[src/rtl/div_unit.sv]
// Iterative radix-2 restoring divider for DIV/DIVU in EX.
// It raises a stall request until the HI/LO result is ready.
module div_unit #(
   parameter int WIDTH = 32
) (
   input  logic               clk,
   input  logic               rst,
   input  logic               start_i,
   input  logic               signed_div_i,
   input  logic [WIDTH-1:0]   opdata1_i,
   input  logic [WIDTH-1:0]   opdata2_i,
   input  logic               annul_i,
   output logic [2*WIDTH-1:0] result_o,
   output logic               ready_o,
   output logic               stallreq_o
);

   localparam int CW = (WIDTH > 1) ? $clog2(WIDTH) : 1;

   typedef enum logic [1:0] {IDLE, BYZERO, ON, END} state_t;

   state_t           state, state_nxt;
   logic [CW-1:0]    counter;
   logic [WIDTH-1:0] dvd;      // dividend bits shift out, quotient bits shift in
   logic [WIDTH-1:0] dvs;
   logic [WIDTH-1:0] rem;
   logic             neg_q, neg_r;

   logic             go, abort, last, fits;
   logic [WIDTH:0]   rem_sh;
   logic [WIDTH-1:0] diff, rem_nxt, quo_nxt, q_fix, r_fix;
   logic [WIDTH-1:0] mag1, mag2;

   assign go         = start_i & ~annul_i;
   assign abort      = annul_i | ~start_i;
   assign last       = (counter == CW'(WIDTH - 1));
   assign stallreq_o = start_i & ~annul_i & (state != END);

   assign mag1 = (signed_div_i & opdata1_i[WIDTH-1]) ? -opdata1_i : opdata1_i;
   assign mag2 = (signed_div_i & opdata2_i[WIDTH-1]) ? -opdata2_i : opdata2_i;

   // One restoring step: partial remainder fits in WIDTH bits since it is always < divisor.
   assign rem_sh  = {rem, dvd[WIDTH-1]};
   assign fits    = (rem_sh >= {1'b0, dvs});
   assign diff    = rem_sh[WIDTH-1:0] - dvs;
   assign rem_nxt = fits ? diff : rem_sh[WIDTH-1:0];
   assign quo_nxt = {dvd[WIDTH-2:0], fits};
   assign q_fix   = neg_q ? -quo_nxt : quo_nxt;
   assign r_fix   = neg_r ? -rem_nxt : rem_nxt;

   always_ff @(posedge clk or posedge rst) begin
      if (rst) state <= IDLE;
      else     state <= state_nxt;
   end

   always_comb begin
      state_nxt = state;
      case (state)
         IDLE:    if (go) state_nxt = (opdata2_i == '0) ? BYZERO : ON;
         BYZERO:  state_nxt = abort ? IDLE : END;
         ON: begin
            if (abort)     state_nxt = IDLE;
            else if (last) state_nxt = END;
         end
         END:     state_nxt = IDLE;
         default: state_nxt = IDLE;
      endcase
   end

   always_ff @(posedge clk or posedge rst) begin
      if (rst) begin
         counter  <= '0;
         dvd      <= '0;
         dvs      <= '0;
         rem      <= '0;
         neg_q    <= 1'b0;
         neg_r    <= 1'b0;
         result_o <= '0;
         ready_o  <= 1'b0;
      end else begin
         ready_o <= 1'b0;
         case (state)
            IDLE: begin
               if (go && opdata2_i != '0) begin
                  counter <= '0;
                  dvd     <= mag1;
                  dvs     <= mag2;
                  rem     <= '0;
                  neg_q   <= signed_div_i & (opdata1_i[WIDTH-1] ^ opdata2_i[WIDTH-1]);
                  neg_r   <= signed_div_i & opdata1_i[WIDTH-1];
               end
            end
            BYZERO: begin
               if (!abort) begin
                  result_o <= '0;
                  ready_o  <= 1'b1;
               end
            end
            ON: begin
               if (!abort) begin
                  rem     <= rem_nxt;
                  dvd     <= quo_nxt;
                  counter <= counter + CW'(1);
                  if (last) begin
                     result_o <= {r_fix, q_fix};
                     ready_o  <= 1'b1;
                  end
               end
            end
            default: ;
         endcase
      end
   end

endmodule

[config.mk]
export PLATFORM = sky130hd
export DESIGN_NAME = div_unit
export DESIGN_NICKNAME = d
export VERILOG_FILES = /design/src/rtl/div_unit.sv
export SDC_FILE = /design/constraint.sdc
export NUM_CORES = 1
export LEC_CHECK = 0
export BUFFER_PORTS_ARGS = -buffer_cell sky130_fd_sc_hd__buf_2
export CORE_MARGIN = 8
export CORE_UTILIZATION = 45
export CTS_BUF_LIST = sky130_fd_sc_hd__clkbuf_2 sky130_fd_sc_hd__clkbuf_4 sky130_fd_sc_hd__clkbuf_8
export CTS_CLUSTER_DIAMETER = 100
export DETAILED_ROUTE_END_ITERATION = 10
export REMOVE_ABC_BUFFERS = 1
export SLEW_MARGIN = 10
export SYNTH_ARGS = -nofsm -noshare
export SYNTH_HDL_FRONTEND = slang
export SYNTH_SLANG_ARGS = --single-unit
[constraint.sdc]
create_clock -name clk -period 7.95 [get_ports clk]
set_input_delay 0.795 -clock clk [delete_from_list [all_inputs] [get_ports clk]]
set_output_delay 0.795 -clock clk [all_outputs]
set_load 0.02 [all_outputs]
Yosys cells after proc, flatten, opt, wreduce, memory -nomap -nowiden
Cells that the tools add are included.
{ "totals": {"ff_bits": 170, "input_bits": 69, "output_inout_bits": 66, "wordCells": 74} }
{ "classes": {"add_sub_neg": 6, "magnitude_cmp": 1, "eq_ne": 11, "n_mux": 28, "n_bitwise": 9, "reduce_logical": 10} }
{ "ops": {"columns": ["operator", "n"], "rows": [
  ["$mux W32", 9],
  ["$mux W64", 3],
  ["$neg A32 Y32", 4],
  ["$pmux W32 S2", 2],
  ["$pmux W64 S2", 1],
  ["$ge A33 B32 Y1", 1],
  ["$logic_not A32 Y1", 1],
  ["$reduce_bool A32 Y1", 1],
  ["$sub A32 B32 Y32", 1],
  ["$ne A2 B2 Y1 const B", 6],
  ["$mux W2", 5],
  ["$mux W5", 2],
  ["$pmux W5 S2", 1],
  ["$pmux W2 S4", 1],
  ["$add A5 B1 Y5 const B", 1],
  ["$and A1 B1 Y1", 5],
  ["$eq A5 B5 Y1 const B", 1],
  ["$eq A2 B2 Y1 const B", 2],
  ["$reduce_and A2 Y1", 2],
  ["$reduce_and A4 Y1", 1],
  ["$reduce_bool A2 Y1", 2],
  ["$mux W1", 3],
  ["$ne A3 B3 Y1 const B", 1],
  ["$reduce_and A3 Y1", 1],
  ["7 further kinds", 8]
]} }

Logic depth before layout (Yosys ltp)
{ "logic_depth": {"ltp_word": 7, "depth_mapped": 23, "mapped_depth_nobuf": 19} }

Worst setup path before layout
Ideal clock, no wire load.
{ "synth_path": {"kind": "register -> register", "startpoint": "reg rem[14]", "endpoint": "reg result_o[62]", "setup_time_ps": 132, "arrival_time_ps": 4344, "required_time_ps": 7818, "path_slack_ps": 3474, "stages_incl_launch_ff": 22, "n_path_buf": 4, "period_less_slack_ps": 4476, "cell_sequence": "dfrtp_1 > ha_1 > buf_2 > nand4_1 > nor4_1 > a41o_1 > o221a_1 > a211o_1 > buf_6 > buf_2 > buf_1 > mux2i_1 > ha_1 > inv_1 > or2_2 > nor3_1 > a31oi_1 > nor3_1 > nand4_1 > o21ai_1 > xor2_1 > o21ai_1"} }
{ "synth_via": {"elab_chain_len": 7, "word_cells_on_any_way": 8, "cone_classes": "2 x add/sub; 1 x order compare; 5 x mux"} }
{ "synth_lines": {"columns": ["item", "line", "text"], "rows": [
  ["start, declared", "26", "logic [WIDTH-1:0] rem;"],
  ["start signal, assigned", "101", "rem <= rem_nxt;"],
  ["$sub A32 B32 Y32 / $ge A33 B32 Y1 (equally long branches)", "45, 44", null],
  ["$mux W32 (*)", "46", "assign rem_nxt = fits ? diff : rem_sh[WIDTH-1:0];"],
  ["$neg A32 Y32", "49", "assign r_fix = neg_r ? -rem_nxt : rem_nxt;"],
  ["$mux W32 (*)", "49", null],
  ["$mux W64 (*)", "104", "if (last) begin"],
  ["$mux W64 (*)", "100", "if (!abort) begin"],
  ["$pmux W64 S2 (*)", "82", "case (state)"],
  ["end signal, assigned", "105", "result_o <= {r_fix, q_fix};"],
  ["end, declared", "13", "output logic [2*WIDTH-1:0] result_o,"]
]} }
Mark *: on every way between the ends. The rest lies on a longest branch, timed or not. The select of a mux whose other input is x is not followed.
A chain may end at the register's enable or synchronous reset.

Worst setup path in the final report
{ "layout_path": {"startpoint": "in opdata2_i[0]", "endpoint": "reg dvd[0]"} }
{ "layout_via": {"elab_chain_len": 4} }
{ "layout_lines": {"columns": ["item", "line", "text"], "rows": [
  ["start, declared", "11", "input logic [WIDTH-1:0] opdata2_i,"],
  ["$reduce_bool A32 Y1", "84", "if (go && opdata2_i != '0) begin"],
  ["$logic_and A1 B1 Y1", "84", null],
  ["$ne A2 B2 Y1 (no line)", null, null],
  ["$reduce_and A3 Y1 (no line)", null, null],
  ["end signal, assigned", "86", "dvd <= mag1;"],
  ["end signal, assigned", "102", "dvd <= quo_nxt;"],
  ["end, declared", "24", "logic [WIDTH-1:0] dvd;"]
]} }
No other way between the ends.

==> impl_metrics.ini <==
[status]
outcome = completed

[layout]
multi_input_area_um2 = 7100
num-nets-final = 1625
syn2layout_area_growth_pct = 9.84
final_util = 0.503
fill_cells = 2575
drive_above_1_share = 0.140
n_antenna_cell = 0
regArea_um2 = 4250

[setup_path]
critical-path-max-stage-delay_ns = 0.77
path_class = in2reg
crit_start = opdata2_i[0]
regToRegStartpoint = rem[18]
path_cells = buf_2, inv_1, ha_1, or3b_1, nor4_1, nand2_1, nor2_2, nand3b_1, or3_1, or3_1, nor3_2, a211o_2, buf_4, nor3_1, a31oi_1, o21ai_1
cp_num_buf_inv = 3
cp.arrival_ns = 5.57
crit_slowest_cell = a211o_2
cp_top_family = simple AND/OR/NAND/NOR gates
crit_required_ns = 8.29
crit_top_cell = or3_1
cp-start-kind = input pin
cp-end-kind = register
path_max_fanout = 50

[logic_synthesis]
netlist_instances = 1425
yosysWarnings = 0
synth.distinct_cells = 86
avgSynthCellArea_um2 = 8.37
yosysTopAreaCell = dfrtp_1
synthSimpleGateAreaFrac = 0.199
synth-async-reset-ratio = 1.00
synthXorXnorAreaFrac = 0.104
synth.area.mux_share = 0.0213
synth_flop_cell = dfrtp_1
synth_compound_area_frac = 0.223
synth-edff-count = 0
ys_seq_elements = 170
synth.top_cell.area_share = 0.357
synth-adder-area-share = 0.0468
syn-cell-area_um2 = 11900
synth_top_family_by_area = compound AO/OA/AOI/OAI gates
ys_top_cells_by_area = dfrtp_1, nand2_1, xor2_1, o21ai_0, xnor2_1
ys_seq_area_frac = 0.357

[global_routing]
antenna_found_initial = 0
track_usage = 0.219
grt_overflow = 0
grt_pass1_vias = 10384
grt_pass1_wl_mm = 55.9
grt_max_degree = 95

[clocking]
ctsHoldBuffers = 0
cts_tree = built
cts_buffers = 17
cts_buffer_depth = 2
cts_setup_buffers = 0
cts-root-buf = clkbuf_8
clkLatencyLatePin_ns = 0.47
cts.sink_count = 170
h-tree-depth = 4
post_cts_resized = 0
clkTransAtPathRegs_ns = 0.11

[route]
drc = 0
drt_wl_total_mm = 34.4
wl_met3_mm = 1.84
antenna_left = 0
route.top_layer_used = met4
wl_met1_mm = 16.3
drt-initial-drc-count = 868
wire_per_inst_um = 18.5
firstDrtPassIters = 5
wl_met2_mm = 15.8
avgViaCountPerCell = 5.70
vias = 10596

[floorplan]
start_util = 0.458
die_w_um = 179
core_area_um2 = 26100
die-area_um2 = 32000
ios = 135
die-height_um = 179
core.rowCount = 59

[timing]
worst_pin_slew_ns = 1.04
fin_crit_sh = 0.658
fin_hold_ws_ns = 0.465
hold_viol = 0
finalWorstSetupSlack_ns = 2.72
fin_crit_ns = 5.23
max_freq_ghz = 0.191
slew_headroom = 0.304
fin_setup_tns_ns = 0
setup_violations = 0
rsz0062_at_grt = no
fin_skew_ns = 0.0222
drv_slew = 0

[power_and_ir_drop]
power_density_nw_per_um2 = 443
vdd_drop_max_mv = 0.216
p_leak_nw = 5.92
totalPowerFinal_mw = 5.80

[placement]
dp_slack_ns = 2.29
hpwl_mm = 25.8
port_buffers = 134
place.gp.congestion = 0.946

[job]
max_cap_viol_count = 0

[min_path]
hold_path_class = in2async
-- per-stage QoR --
step	area, um^2	instances
finish	13100	1860
CTS	13100	1860
global route	13100	1860
global placement	12700	1828
detailed placement	12700	1828
floorplan	11500	1349
-- worst reg2reg max path, stage by stage, from the launching register on --
cell and delay, ns:
dfrtp_1 0.43, ha_1 0.53, nand3_1 0.16, nor4_1 0.49
and3_1 0.24, a211o_1 0.43, mux2i_1 0.39, ha_1 0.24
inv_1 0.06, or2_2 0.33, nor3_1 0.36, a31oi_1 0.17
nor3_1 0.49, nand4_1 0.16, o21ai_1 0.18, xor2_1 0.16
o21ai_1 0.07
-- metal layers --
| layer | track usage | vias up |
|---|---|---|
| li1 | - | 5258 |
| met1 | 0.308 | 5043 |
| met2 | 0.344 | 275 |
| met3 | 0.0354 | 20 |
| met4 | 0.0520 | 0 |
| met5 | 0 | - |
-- final timing paths --
| path | to | slack [ns] | depth (start not counted) |
|---|---|---|---|
| min | result_o[8] | 0.47 | 2 |
| min reg2reg | result_o[8] | 0.48 | 2 |
| min in group clk | result_o[8] | 0.48 | 2 |
| max reg2reg | result_o[62] | 2.92 | 16 |
| max | dvd[0] | 2.72 | 16 |
| max in group asynchronous | dvs[22] | 5.95 | 3 |
-- power breakdown --
group          internal [mW]  total [mW]  switching, mW
sequential              1.08        1.35          0.266
clock                  0.228       0.603          0.375
combinational           1.42        3.85           2.43
-- flip-flops by register name, summed over array words and instances (netlist names) --
| register | count |
|---|---|
| result_o | 64 |
| dvd | 32 |
| dvs | 32 |
| rem | 32 |
| counter | 5 |
| state | 2 |
| neg_q | 1 |
| neg_r | 1 |
| ready_o | 1 |
-- Yosys cell counts (5+ instances only) --
cell type,n
a221o_1,20
mux2i_1,22
dfrtp_1,170
a31oi_1,12
or3_1,15
a21oi_1,65
a22oi_1,11
o21a_1,8
buf_2,12
buf_6,5
o31ai_1,42
inv_1,53
o21ai_0,132
buf_1,5
a22o_1,6
ha_1,43
a21o_1,6
nor3_1,27
nor3b_1,7
o21ai_1,34
nor4_1,18
nor2_1,86
nand4_1,13
or4_1,6
nand2_1,244
buf_4,12
nor2b_1,7
or2_2,5
nand2b_1,15
xor2_1,76
and3_1,7
o41ai_1,14
nand3_1,25
xnor2_1,66
clkbuf_1,41
and2_1,7
-- placed cells by master (no fill, tap or decap), types with 7 or more instances in the layout --
cell	Yosys	layout
nand2_1	244	243
a31oi_1	12	12
nor4_1	18	18
nand3_1	25	24
inv_1	53	52
buf_2	12	134
xnor2_1	66	66
nor2b_1	7	7
mux2i_1	22	22
a21oi_1	65	65
o31ai_1	42	42
o21ai_1	34	34
a22oi_1	11	11
ha_1	43	43
xor2_1	76	76
a221o_1	20	20
and3_1	7	7
buf_4	12	10
o21a_1	8	8
nor3_1	27	27
nand2b_1	15	15
and2_1	7	7
nand4_1	13	13
o21ai_0	132	132
nor2_1	86	85
clkbuf_8	0	17
or3_1	15	15
o41ai_1	14	14
inv_6	0	7
dfrtp_1	170	170
nor3b_1	7	7
-- cells by family after synthesis --
kind of cell | count (synthesis)
multiplexers | 25
AO/OA/AOI/OAI | 407
buffers and inverters | 130
AND/OR/NAND/NOR | 507
adder cells (fa/ha/maj) | 44
flip-flops | 170
XOR/XNOR | 142
-- final cells by class --
type                            count  share of cell area
Clock buffer                       17              0.0179
Clock inverter                     15              0.0101
Inverter                           54              0.0159
Multi-Input combinational cell   1125               0.542
Sequential cell                   170               0.325
Tap cell                          335              0.0320
Timing Repair Buffer              144              0.0569
Power figures use the tool's default switching activity.
